## config.mk

```make
export PLATFORM = sky130hd
export DESIGN_NAME = mptw_mem_arbiter
export DESIGN_NICKNAME = d
export VERILOG_FILES = /design/src/rtl/mpt_pkg.sv /design/src/rtl/mptw_mem_arbiter_id_fifo.sv /design/src/rtl/mptw_mem_arbiter.sv
export SDC_FILE = /design/constraint.sdc
export NUM_CORES = 1
export LEC_CHECK = 0
export CORE_AREA = 2 2 216 218
export DETAILED_ROUTE_END_ITERATION = 7
export DIE_AREA = 0 0 218 220
export GPL_TIMING_DRIVEN = 0
export PLACE_DENSITY_LB_ADDON = 0.15
export SETUP_SLACK_MARGIN = 0.3
export SLEW_MARGIN = 0
export SYNTH_ARGS = -nofsm -noshare
export SYNTH_HDL_FRONTEND = slang
export SYNTH_HIERARCHICAL = 1
export SYNTH_SLANG_ARGS = --single-unit
```

## constraint.sdc

```tcl
create_clock -name clk_i -period 3.1 [get_ports clk_i]
set_input_delay 0.775 -clock clk_i [delete_from_list [all_inputs] [get_ports clk_i]]
set_output_delay 0.775 -clock clk_i [all_outputs]
set_load 0.005 [all_outputs]
```

## src/rtl/mpt_pkg.sv

```systemverilog
// Shared types for the MPT walker memory path.
//   mptw_id_e        : identifies which walker owns a MEM-bus transaction
//   MPTW_NUM_MASTERS : number of walker masters merged by the arbiter
//   mptw_arb_state_e : arbiter FSM states
package mpt_pkg;

    typedef enum logic {
        MPTW_LOAD  = 1'b0,
        MPTW_STORE = 1'b1
    } mptw_id_e;

    localparam int MPTW_NUM_MASTERS = 2;

    typedef enum logic {
        ARB_IDLE   = 1'b0,
        ARB_LOCKED = 1'b1
    } mptw_arb_state_e;

endpackage

```

## src/rtl/mptw_mem_arbiter_id_fifo.sv

```systemverilog
// In-order ID FIFO: remembers which walker owns each granted-but-unanswered
// MEM request so responses can be routed back in request order.
// Ports:
//   clk_i, rst_i : clock, synchronous active-high reset (pointers/count only)
//   push, data_in: enqueue one master ID (ignored when full)
//   pop, data_out: dequeue the head ID (ignored when empty); data_out is the head
//   full, empty  : occupancy flags
module mptw_id_fifo #(
    parameter int DEPTH = 4
) (
    input  logic clk_i,
    input  logic rst_i,
    input  logic push,
    input  logic pop,
    input  logic data_in,
    output logic data_out,
    output logic full,
    output logic empty
);

    localparam int PW = $clog2(DEPTH);
    localparam logic [PW-1:0] PTR_ONE  = PW'(1);
    localparam logic [PW:0]   CNT_ONE  = (PW + 1)'(1);
    localparam logic [PW:0]   CNT_FULL = (PW + 1)'(DEPTH);

    logic [DEPTH-1:0] mem;
    logic [PW-1:0]    wr_ptr;
    logic [PW-1:0]    rd_ptr;
    logic [PW:0]      count;
    logic             do_push;
    logic             do_pop;

    assign full     = (count == CNT_FULL);
    assign empty    = (count == '0);
    assign do_push  = push && !full;
    assign do_pop   = pop && !empty;
    assign data_out = mem[rd_ptr];

    // Pointers wrap naturally because DEPTH is a power of two.
    always_ff @(posedge clk_i) begin
        if (rst_i) begin
            wr_ptr <= '0;
            rd_ptr <= '0;
            count  <= '0;
        end else begin
            if (do_push) wr_ptr <= wr_ptr + PTR_ONE;
            if (do_pop)  rd_ptr <= rd_ptr + PTR_ONE;
            case ({do_push, do_pop})
                2'b10:   count <= count + CNT_ONE;
                2'b01:   count <= count - CNT_ONE;
                default: count <= count;
            endcase
        end
    end

    // Storage holds only data and needs no reset; validity is tracked by count.
    always_ff @(posedge clk_i) begin
        if (do_push) mem[wr_ptr] <= data_in;
    end

endmodule

```

## src/rtl/mptw_mem_arbiter.sv

```systemverilog
// Merges the load-side and store-side MPT walker MEM-bus masters onto one
// MEM-bus port with round-robin arbitration and in-order response routing.
// Ports:
//   clk_i, rst_i          : clock, synchronous active-high reset
//   s_mem_*               : per-walker slave side ([0]=load, [1]=store)
//   m_mem_*               : merged master side toward the dcache converter
//   proto_err_o           : sticky flag, response seen with nothing outstanding
module mptw_mem_arbiter
    import mpt_pkg::*;
#(
    parameter int MAX_OUTSTANDING = 4,
    parameter int ADDR_WIDTH      = 64,
    parameter int DATA_WIDTH      = 64
) (
    input  logic                                          clk_i,
    input  logic                                          rst_i,
    input  logic [MPTW_NUM_MASTERS-1:0]                   s_mem_req,
    output logic [MPTW_NUM_MASTERS-1:0]                   s_mem_gnt,
    input  logic [MPTW_NUM_MASTERS-1:0][ADDR_WIDTH-1:0]   s_mem_addr,
    input  logic [MPTW_NUM_MASTERS-1:0][DATA_WIDTH-1:0]   s_mem_wdata,
    input  logic [MPTW_NUM_MASTERS-1:0]                   s_mem_we,
    input  logic [MPTW_NUM_MASTERS-1:0][DATA_WIDTH/8-1:0] s_mem_be,
    output logic [MPTW_NUM_MASTERS-1:0]                   s_mem_valid,
    output logic [DATA_WIDTH-1:0]                         s_mem_rdata,
    output logic [MPTW_NUM_MASTERS-1:0]                   s_mem_error,
    output logic                                          m_mem_req,
    input  logic                                          m_mem_gnt,
    output logic [ADDR_WIDTH-1:0]                         m_mem_addr,
    output logic [DATA_WIDTH-1:0]                         m_mem_wdata,
    output logic                                          m_mem_we,
    output logic [DATA_WIDTH/8-1:0]                       m_mem_be,
    input  logic                                          m_mem_valid,
    input  logic [DATA_WIDTH-1:0]                         m_mem_rdata,
    input  logic                                          m_mem_error,
    output logic                                          proto_err_o
);

    mptw_arb_state_e state_q, state_d;
    mptw_id_e        locked_q, locked_d;
    mptw_id_e        last_gnt_q, last_gnt_d;
    logic            proto_err_q, proto_err_d;

    mptw_id_e        rr_pick;
    mptw_id_e        sel;
    logic            req_pending;
    logic            granted;

    logic            fifo_push;
    logic            fifo_pop;
    logic            fifo_head;
    logic            fifo_full;
    logic            fifo_empty;
    mptw_id_e        head_id;

    mptw_id_fifo #(
        .DEPTH (MAX_OUTSTANDING)
    ) u_id_fifo (
        .clk_i    (clk_i),
        .rst_i    (rst_i),
        .push     (fifo_push),
        .pop      (fifo_pop),
        .data_in  (sel),
        .data_out (fifo_head),
        .full     (fifo_full),
        .empty    (fifo_empty)
    );

    assign head_id     = mptw_id_e'(fifo_head);
    assign s_mem_rdata = m_mem_rdata;
    assign proto_err_o = proto_err_q;

    // Round robin: with both requesting, favour the master not granted last.
    always_comb begin
        rr_pick = MPTW_LOAD;
        if (s_mem_req == 2'b11) begin
            rr_pick = (last_gnt_q == MPTW_LOAD) ? MPTW_STORE : MPTW_LOAD;
        end else if (s_mem_req[MPTW_STORE]) begin
            rr_pick = MPTW_STORE;
        end
    end

    // Request path: a locked selection ignores the other master until it is
    // granted or withdraws. A full FIFO blocks the request even if a pop
    // happens this cycle, keeping grant independent of the response path.
    always_comb begin
        sel         = (state_q == ARB_LOCKED) ? locked_q : rr_pick;
        req_pending = (state_q == ARB_LOCKED) ? s_mem_req[locked_q] : |s_mem_req;
        m_mem_req   = !rst_i && !fifo_full && req_pending;
        granted     = m_mem_req && m_mem_gnt;
        fifo_push   = granted;

        s_mem_gnt      = '0;
        s_mem_gnt[sel] = granted;

        m_mem_addr  = '0;
        m_mem_wdata = '0;
        m_mem_we    = 1'b0;
        m_mem_be    = '0;
        if (m_mem_req) begin
            m_mem_addr  = s_mem_addr[sel];
            m_mem_wdata = s_mem_wdata[sel];
            m_mem_we    = s_mem_we[sel];
            m_mem_be    = s_mem_be[sel];
        end
    end

    // Response path: responses arrive in request order, so the FIFO head
    // names the owner. A response with nothing outstanding is dropped.
    always_comb begin
        fifo_pop             = !rst_i && m_mem_valid && !fifo_empty;
        s_mem_valid          = '0;
        s_mem_error          = '0;
        s_mem_valid[head_id] = fifo_pop;
        s_mem_error[head_id] = fifo_pop && m_mem_error;
        proto_err_d          = proto_err_q || (m_mem_valid && fifo_empty);
    end

    // Next-state logic.
    always_comb begin
        state_d    = state_q;
        locked_d   = locked_q;
        last_gnt_d = granted ? sel : last_gnt_q;
        case (state_q)
            ARB_IDLE: begin
                if (m_mem_req && !m_mem_gnt) begin
                    state_d  = ARB_LOCKED;
                    locked_d = sel;
                end
            end
            ARB_LOCKED: begin
                if (!s_mem_req[locked_q] || granted) begin
                    state_d = ARB_IDLE;
                end
            end
            default: state_d = ARB_IDLE;
        endcase
    end

    // Last-granted starts at STORE so the first contested grant goes to LOAD.
    always_ff @(posedge clk_i) begin
        if (rst_i) begin
            state_q     <= ARB_IDLE;
            locked_q    <= MPTW_LOAD;
            last_gnt_q  <= MPTW_STORE;
            proto_err_q <= 1'b0;
        end else begin
            state_q     <= state_d;
            locked_q    <= locked_d;
            last_gnt_q  <= last_gnt_d;
            proto_err_q <= proto_err_d;
        end
    end

endmodule
```

==> out/metrics.yaml <==
power:
  p_seq_share_pct: 8.9
  p_sw_mw: 0.936
  p_sw_share_pct: 37.1
  intPower_mw: 1.59
  p_leak_nw: 4.99
  ir_drop_mv: 0.196
  share_comb_of_total_power_pct: 81.2
  p_clk_share_pct: 9.9
  p_per_area_nw_per_um2: 225
floorplan:
  rows: 79
  die-area_um2: 48000
  ios: 554
  initial_core_util_pct: 7.07
  core_um2: 45900
  die_x_um: 218
  die_h_um: 220
detailed_routing:
  finalWirelength_um: 29800
  avgRoutedWirePerCell_um: 16.7
  drc: 0
  first_pass_iters: 4
  num_vias: 6163
  drtIter0Drc: 128
  vias_per_cell: 3.45
  ant_nets: 0
sta:
  fin_skew_ns: 0.00399
  worst_pin_slew_ns: 0.446
  whs_ns: 0.473
  fin_ws_ns: -0.0114
  slew_headroom_pct: 70.3
  clock.fmax_mhz: 321
  rsz0062_at_grt: "true"
  setup_viol: 6
  drv_slew: 0
  min_period_ns: 3.11
  fin_crit_sh_pct: 100
  hold_viol: 0
critical_path:
  rrSetupSlack_ns: 0.35
  path_class: "in -> out"
  end_kind: "primary output"
  worstPathRequired_ns: 2.32
  start_kind: "input port"
  critPathMaxFanout: 8
  crit_arrival_ns: 2.34
yosys:
  synth_top_family_by_area: "simple AND/OR/NAND/NOR gates"
  synth_top_area_share_pct: 32.0
  synth_nets: 961
  synth-main-ff-cell: "dfxtp_1"
  synth_adder_area_share_pct: 2.55
  synthMuxAreaShare_pct: 1.35
  netlist_top_cells_area: "nand2_1 32%, a21oi_1 22%, buf_4 15%, dfxtp_1 6.8%, buf_2 6.2%"
  synthXorXnorAreaFrac_pct: 0.810
  synth_cells: 610
  synth_enable_flop_cells: 4
  synthSimpleGateAreaFrac_pct: 37.9
  syn_area_um2: 3240
  yosysWarnings: 6
  syn_area_per_cell_um2: 5.32
  synth_largest_area_cell: "nand2_1"
  synth_compound_area_share_pct: 24.0
  ys_seq_elements: 15
  seq_area_frac_synth_pct: 10.5
  ys_async_sr_fraction_pct: 0
  ys_types: 33
layout:
  drive_above_1_share_pct: 46.2
  final_common_cell: "clkdlybuf4s50_1"
  n_antenna_cell: 0
  utilization_pct: 24.4
  finalNetCount: 1533
  stdcell_area_um2: 11200
  area_growth_pct: 245
  fin_cells: 1788
  final_cell_mix: "342 x clkdlybuf4s50_1, 167 x nand2_1, 114 x buf_2"
  fillers: 5182
clock_tree:
  cts_buffers: 3
  cts_tree: "yes"
  hold_buffers: 0
  htreeDepth: 1
  cts_buffer_depth: 2
  clk_pin_slew_ns: 0.05
  clkLatencyLatePin_ns: 0.24
  clkSinkCount: 15
  clock-root-buffer: "clkbuf_16"
place:
  place_congestion: 0.726
  hpwl_um: 22100
  placed_area_um2: 8910
  dp_cells: 1706
  port_buffers: 489
global_routing:
  grtUsageTotal_pct: 10.9
  grt_pass1_vias: 6211
  antenna_found_initial: 1
  grt_start_max_net_pins: 15
  grt_pass1_wl_um: 39300
  overflow: 0
run_status:
  violations: "setup timing"
  status: "finished with violations"
hold_path:
  hold_path_class: "reg -> reg"
job:
  max_cap_violations: 0
[registers in the layout, summed over array words and instances (netlist names)]
name,count
u_id_fifo/mem,4
locked_q,1
last_gnt_q,1
proto_err_o,1
u_id_fifo/rd_ptr,2
state_q,1
u_id_fifo/wr_ptr,2
u_id_fifo/count,3
[synthesized netlist by cell type (3+ instances only)]
cell	instances
nand2_1	277
a21oi_1	144
buf_4	64
buf_2	40
nor2_1	12
dfxtp_1	11
inv_1	10
and2_1	6
clkbuf_1	5
ha_1	5
edfxtp_1	4
o21ai_0	3
or3_1	3
xor2_1	3
[power by group through the flow]
stage | logic (mW) | registers [mW] | clock network [mW]
4_1_cts | 1.79 | 0.222 | 0.262
5_1_grt | 2.20 | 0.225 | 0.271
3_5_place_dp | 1.42 | 0.225 | 0
6_report | 2.05 | 0.224 | 0.250
2_1_floorplan | 0.468 | 0.223 | 0
3_3_place_gp | 1.42 | 0.225 | 0
[per-stage QoR]
| step | power (mW) | TNS (ns) | setup slack [ns] |
|---|---|---|---|
| finish | 2.52 | -0.0244 | -0.0114 |
| global route | 2.70 | -0.634 | -0.0733 |
| CTS | 2.27 | -0.401 | -0.0436 |
| detailed placement | 1.64 | -185.56 | -1.60 |
| global placement | 1.65 | -179.19 | -1.54 |
| floorplan | 0.691 | 0 | 0.337 |
[timing repair]
| action | CTS | global route |
|---|---|---|
| setup buffers | 27 | 32 |
| gates cloned | 10 | 9 |
| gates resized for setup | 709 | 307 |
| endpoints found under the setup margin | 152 | 146 |
| pin swaps | 70 | 76 |
[cells by family after synthesis]
kind of cell / after synthesis
flip-flops: 15
adder cells (fa/ha/maj): 6
buffers and inverters: 121
AND/OR/NAND/NOR: 310
multiplexers: 3
AO/OA/AOI/OAI: 152
XOR/XNOR: 3
[per-layer routing]
| layer | up-vias | share of wire (%) | track usage [%] |
|---|---|---|---|
| li1 | 3052 | - | - |
| met1 | 2793 | 39 | 12.7 |
| met2 | 308 | 53 | 21.0 |
| met3 | 10 | 7.5 | 2.14 |
| met4 | 0 | 0.59 | 0.862 |
| met5 | - | 0 | 0 |
[final timing paths]
path | from | endpoint | depth (start not counted)
setup / recovery | s_mem_req[1] | m_mem_addr[52] | 11
hold / removal | proto_err_o | proto_err_o | 2
setup reg to reg | u_id_fifo/count[2] | u_id_fifo/count[2] | 16
hold reg to reg | proto_err_o | proto_err_o | 2
[area by class of cell]
type	count	area, um2	area share (%)
buffer	109	1160	10.3
clock buffer	4	78.8	0.703
inverter	12	56.3	0.502
multi-input combinational	474	3300	29.5
sequential	15	340	3.04
tap	607	759	6.78
timing repair buffer	567	5510	49.2
[critical path: stages]
cell and delay [ns]:
buf_8 0.09, nor2b_4 0.11, a22oi_2 0.17, buf_12 0.15
clkinvlp_4 0.09, buf_12 0.15, buf_12 0.15, bufbuf_16 0.27
nand2_1 0.07, a21oi_2 0.06, clkdlybuf4s15_2 0.21
Note: power is estimated with default switching activity, not from simulation.
